## src/rtl/multi_pulse_counter.sv

```systemverilog
// Multi-channel pulse edge counter with input synchronisers,
// per-channel clear, saturate/wrap, snapshot bank and muxed readout.
module multi_pulse_counter #(
  parameter int CH_NUM      = 4,
  parameter int CNT_W       = 16,
  parameter int SYNC_STAGES = 2,
  parameter bit SAT_EN      = 1'b1,
  localparam int SEL_W = (CH_NUM > 1) ? $clog2(CH_NUM) : 1
) (
  input  logic                    i_clk,
  input  logic                    i_rst_n,
  input  logic [CH_NUM-1:0]       i_pulse,
  input  logic                    i_en,
  input  logic [CH_NUM-1:0]       i_clr,
  input  logic [1:0]              i_edge_sel,
  input  logic                    i_snap,
  input  logic                    i_rd_en,
  input  logic [SEL_W-1:0]        i_rd_sel,
  output logic [CH_NUM*CNT_W-1:0] o_cnt,
  output logic [CH_NUM-1:0]       o_ovf,
  output logic [CNT_W-1:0]        o_rd_data,
  output logic                    o_rd_valid
);

  localparam int MASK_N = SYNC_STAGES + 1;
  localparam int MASK_W = $clog2(MASK_N + 1);

  logic [MASK_W-1:0] mask_cnt;
  logic              armed;
  logic              count_ok;

  logic [CH_NUM-1:0] lvl;
  logic [CH_NUM-1:0] hist;
  logic [CH_NUM-1:0] rise;
  logic [CH_NUM-1:0] fall;
  logic [CH_NUM-1:0] hit;

  logic [CNT_W-1:0] snap_arr [CH_NUM];
  logic [CNT_W-1:0] rd_mux;

  // Lines already high at reset release must not produce a count.
  assign armed = (mask_cnt == MASK_W'(MASK_N));
  assign count_ok = i_en & armed;

  always_ff @(posedge i_clk or negedge i_rst_n) begin
    if (!i_rst_n) begin
      mask_cnt <= '0;
    end else if (!armed) begin
      mask_cnt <= mask_cnt + 1'b1;
    end
  end

  assign rise = lvl & ~hist;
  assign fall = ~lvl & hist;

  always_comb begin
    hit = '0;
    unique case (i_edge_sel)
      2'b00: hit = rise;
      2'b01: hit = fall;
      2'b10: hit = rise | fall;
      2'b11: hit = '0;
    endcase
  end

  for (genvar n = 0; n < CH_NUM; n++) begin : g_ch
    logic [SYNC_STAGES-1:0] sync_q;
    logic                   hist_q;
    logic [CNT_W-1:0]       cnt_q;
    logic [CNT_W-1:0]       snap_q;
    logic                   ovf_q;

    assign lvl[n]  = sync_q[SYNC_STAGES-1];
    assign hist[n] = hist_q;

    // History tracks even while disabled so enabling never fakes an edge.
    always_ff @(posedge i_clk or negedge i_rst_n) begin
      if (!i_rst_n) begin
        sync_q <= '0;
        hist_q <= 1'b0;
      end else begin
        sync_q <= {sync_q[SYNC_STAGES-2:0], i_pulse[n]};
        hist_q <= sync_q[SYNC_STAGES-1];
      end
    end

    always_ff @(posedge i_clk or negedge i_rst_n) begin
      if (!i_rst_n) begin
        cnt_q <= '0;
        ovf_q <= 1'b0;
      end else if (i_clr[n]) begin
        cnt_q <= '0;
        ovf_q <= 1'b0;
      end else if (hit[n] && count_ok) begin
        if (&cnt_q) begin
          ovf_q <= 1'b1;
          if (!SAT_EN) begin
            cnt_q <= '0;
          end
        end else begin
          cnt_q <= cnt_q + 1'b1;
        end
      end
    end

    always_ff @(posedge i_clk or negedge i_rst_n) begin
      if (!i_rst_n) begin
        snap_q <= '0;
      end else if (i_snap) begin
        snap_q <= cnt_q;
      end
    end

    assign snap_arr[n]               = snap_q;
    assign o_cnt[n*CNT_W +: CNT_W]   = cnt_q;
    assign o_ovf[n]                  = ovf_q;
  end

  // Out-of-range selects fall through to zero.
  always_comb begin
    rd_mux = '0;
    for (int i = 0; i < CH_NUM; i++) begin
      if (i_rd_sel == SEL_W'(i)) begin
        rd_mux = snap_arr[i];
      end
    end
  end

  always_ff @(posedge i_clk or negedge i_rst_n) begin
    if (!i_rst_n) begin
      o_rd_data  <= '0;
      o_rd_valid <= 1'b0;
    end else begin
      o_rd_valid <= i_rd_en;
      if (i_rd_en) begin
        o_rd_data <= rd_mux;
      end
    end
  end

endmodule

```

## config.mk

```make
export PLATFORM = sky130hd
export DESIGN_NAME = multi_pulse_counter
export DESIGN_NICKNAME = d
export VERILOG_FILES = /design/src/rtl/multi_pulse_counter.sv
export SDC_FILE = /design/constraint.sdc
export NUM_CORES = 1
export LEC_CHECK = 0
export CELL_PAD_IN_SITES_DETAIL_PLACEMENT = 1
export CELL_PAD_IN_SITES_GLOBAL_PLACEMENT = 1
export CORE_MARGIN = 2
export CORE_UTILIZATION = 45
export CTS_CLUSTER_SIZE = 24
export DETAILED_ROUTE_END_ITERATION = 8
export GPL_ROUTABILITY_DRIVEN = 0
export PLACE_DENSITY = 0.83
export SYNTH_ARGS = -nofsm -noshare
export SYNTH_HDL_FRONTEND = slang
export SYNTH_SLANG_ARGS = --single-unit
```

## constraint.sdc

```tcl
create_clock -name i_clk -period 2.4 [get_ports i_clk]
set_input_delay 0.24 -clock i_clk [delete_from_list [all_inputs] [get_ports i_clk]]
set_output_delay 0.24 -clock i_clk [all_outputs]
set_load 0.05 [all_outputs]
```

==> run_results.csv <==
group,metric,value,unit
floorplan,die-area,18100,µm²
routing,drt-initial-drc-count,395,
sta,setup_viol,0,
clocking,cts_buffers,17,
sta,skew,0.00879,ns
logic_synthesis,yosysWarnings,0,
logic_synthesis,synth_fp_nets,652,
sta,rsz0062_at_grt,"false",
finish,n_antenna_cell,0,
clocking,clk_pin_slew,0.06,ns
floorplan,fp.dieW,135,µm
clocking,cts-htree-levels,4,
clocking,tritoncts,"built",
min_path,hold_class,"in2reg",
global_routing,grt_max_degree,66,
logic_synthesis,synthFlopType,"dfrtp_1",
flow_run,drv_cap,0,
clocking,clockBufferDepth,2,
global_routing,grt.total_usage,0.262,
logic_synthesis,yosysTopAreaCell,"dfrtp_1",
finish,fillers,1639,
logic_synthesis,synthTopCellsByCount,"dfrtp_1 (163), mux2_2 (81), nor2_1 (52), xnor2_1 (36), nand3_1 (28)",
sta,final_hold_viol_count,0,
routing,met3_length,841,µm
global_routing,grt_pass1_vias,6169,
sta,max_slew.worst_pin.slew,0.706,ns
global_routing,antenna_found_initial,0,
clocking,cts-resized-gates,0,
logic_synthesis,synth_cell_types,54,
global_routing,grt_pass1_wl,35800,µm
clocking,root_buffer,"clkbuf_16",
power_and_ir_drop,power.leakage,4.22,nW
global_routing,overflow,0,
run_status,outcome,"complete, no violations",
finish,syn_to_final_growth,26.2,%
floorplan,start_util,0.462,
sta,layout_setup_ws,0.157,ns
routing,drc,0,
worst_setup_path,cp-end-kind,"flip-flop",
routing,viasPerCell,5.86,
logic_synthesis,synthTopCellsByArea,"dfrtp_1 (53%), mux2_2 (12%), mux4_2 (4.7%)",
floorplan,coreArea,16600,µm²
finish,fin_nets,756,
routing,firstDrtPassIters,5,
placement,dpl_cell_area,8990,µm²
power_and_ir_drop,vdd_drop_max,0.530,mV
logic_synthesis,avgSynthCellArea,12.4,µm²
logic_synthesis,synth.most_common_cell,"dfrtp_1",
routing,vias,5622,
routing,ant_nets,0,
worst_setup_path,cp.arrival,2.59,ns
finish,design_area,9700,µm²
placement,place_ws,-0.0436,ns
worst_setup_path,path_max_fanout,6,
logic_synthesis,syn-cell-area,7680,µm²
sta,slew_headroom,0.525,
clocking,clock_sinks,163,
logic_synthesis,async_flop_share,1.00,
routing,m1WireLength,9220,µm
logic_synthesis,ys_seq_area_frac,0.531,
power_and_ir_drop,power_density,657,nW/µm²
sta,final_max_slew_viol_count,0,
worst_setup_path,crit_type,"reg2reg",
logic_synthesis,netlist_instances,622,
logic_synthesis,synth-edff-count,0,
routing,dr.max_layer_used,"met4",
logic_synthesis,yosysTopAreaCellShare,0.531,
logic_synthesis,ys_ff_latch,163,
worst_setup_path,startpoint_type,"flip-flop",
routing,routed_wl,22400,µm
floorplan,rows,47,
sta,max_clock_freq,0.446,GHz
routing,wl_per_cell,23.4,µm
sta,fin_crit,2.24,ns
clocking,worstSkewPairLatency,0.43,ns
sta,setup_tns,0,ns
floorplan,die_h,135,µm
finish,layout-drive-gt1-share,0.231,
worst_setup_path,crit_required,2.75,ns
sta,fin_crit_sh,0.935,
finish,final_util,0.583,
floorplan,top_level_ports,102,
placement,place.port_buffers,101,
placement,dp_hpwl,14500,µm
routing,route.met2.wl,11700,µm
placed cells by master, fill, tap and decap left out, types with 8 or more instances in the layout:
cell and n:
buf_4 16, inv_1 14, mux4_2 16, ha_1 13, nand4_1 13, xor2_1 10
nand2_1 21, and4_1 8, a211oi_1 11, clkbuf_16 17, clkdlybuf4s50_1 99, xnor2_1 36
and3_1 10, nor3_1 11, nor2_1 52, mux2_2 81, a21oi_1 25, nand3_1 28
dfrtp_1 163
timing repair:
item / CTS / global route
endpoints found under the hold margin: 36 / 0
hold buffers: 1 / 0
endpoints found under the setup margin: 0 / 3
buffers inserted: 0 / 1
report_power, final:
part | internal [mW] | switching (mW)
clock | 2.01 | 1.16
combinational | 0.149 | 0.242
sequential | 2.78 | 0.0373
state kept, by name, indices dropped and copies added, names as in the netlist:
signal / flops
g_ch.cnt_q: 64
g_ch.snap_q: 64
o_rd_data: 16
g_ch.sync_q: 8
g_ch.hist_q: 4
g_ch.ovf_q: 4
mask_cnt: 2
o_rd_valid: 1
final cells by class:
cell class	instances	area (µm²)	area share
tap	220	275	0.0284
clock buffer	19	453	0.0467
clock inverter	13	230	0.0237
timing repair buffer	123	1240	0.128
inverter	14	52.6	0.00542
sequential	163	4080	0.420
multi-input combinational	407	3370	0.348
worst paths after layout:
kind,startpoint,end,slack [ns],cells past startpoint
max reg2reg,g_ch[3].sync_q[1]$_DFF_PN0_,g_ch[3].cnt_q[11]$_DFFE_PN0P_,0.16,7
max in group asynchronous,i_rst_n,g_ch[3].cnt_q[11]$_DFFE_PN0P_,1.40,3
min,i_pulse[3],g_ch[3].sync_q[0]$_DFF_PN0_,0.24,1
min reg2reg,g_ch[3].sync_q[0]$_DFF_PN0_,g_ch[3].sync_q[1]$_DFF_PN0_,0.35,0
min in group asynchronous,i_rst_n,g_ch[0].snap_q[0]$_DFFE_PN0P_,0.29,2
max,g_ch[3].sync_q[1]$_DFF_PN0_,g_ch[3].cnt_q[11]$_DFFE_PN0P_,0.16,7
critical path, cell delays in order (launching register included):
cell and delay (ns):
dfrtp_1 0.40, inv_1 0.08, ha_1 0.30, o21ai_1 0.24, o211ai_4 0.20, a21o_1 0.26
or4_1 0.49, a21oi_1 0.18
metal layers:
| metal | global-route usage | vias up |
|---|---|---|
| met5 | 0 | - |
| met4 | 0.107 | 0 |
| met3 | 0.0398 | 47 |
| met2 | 0.453 | 183 |
| met1 | 0.329 | 2938 |
| li1 | - | 2454 |
kinds of logic (layout without fill, tap and decap cells):
group,after synthesis,count (layout),share of synthesized area
simple gates,181,181,0.129
buf+inv,52,169,0.0303
compound gates,60,60,0.0565
xor+xnor,46,46,0.0524
mux,107,107,0.180
flops,163,163,0.531
fa+ha+maj,13,13,0.0212
metrics by stage:
step	cells	hold WS, ns	power (mW)
final	959	0.245	6.38
after global routing	959	0.227	6.55
after CTS	958	0.234	6.42
after detailed placement	925	0.174	3.25
after global placement	925	0.170	3.23
after floorplan	622	-0.0556	3.07
Note: power is estimated with default switching activity, not from simulation.
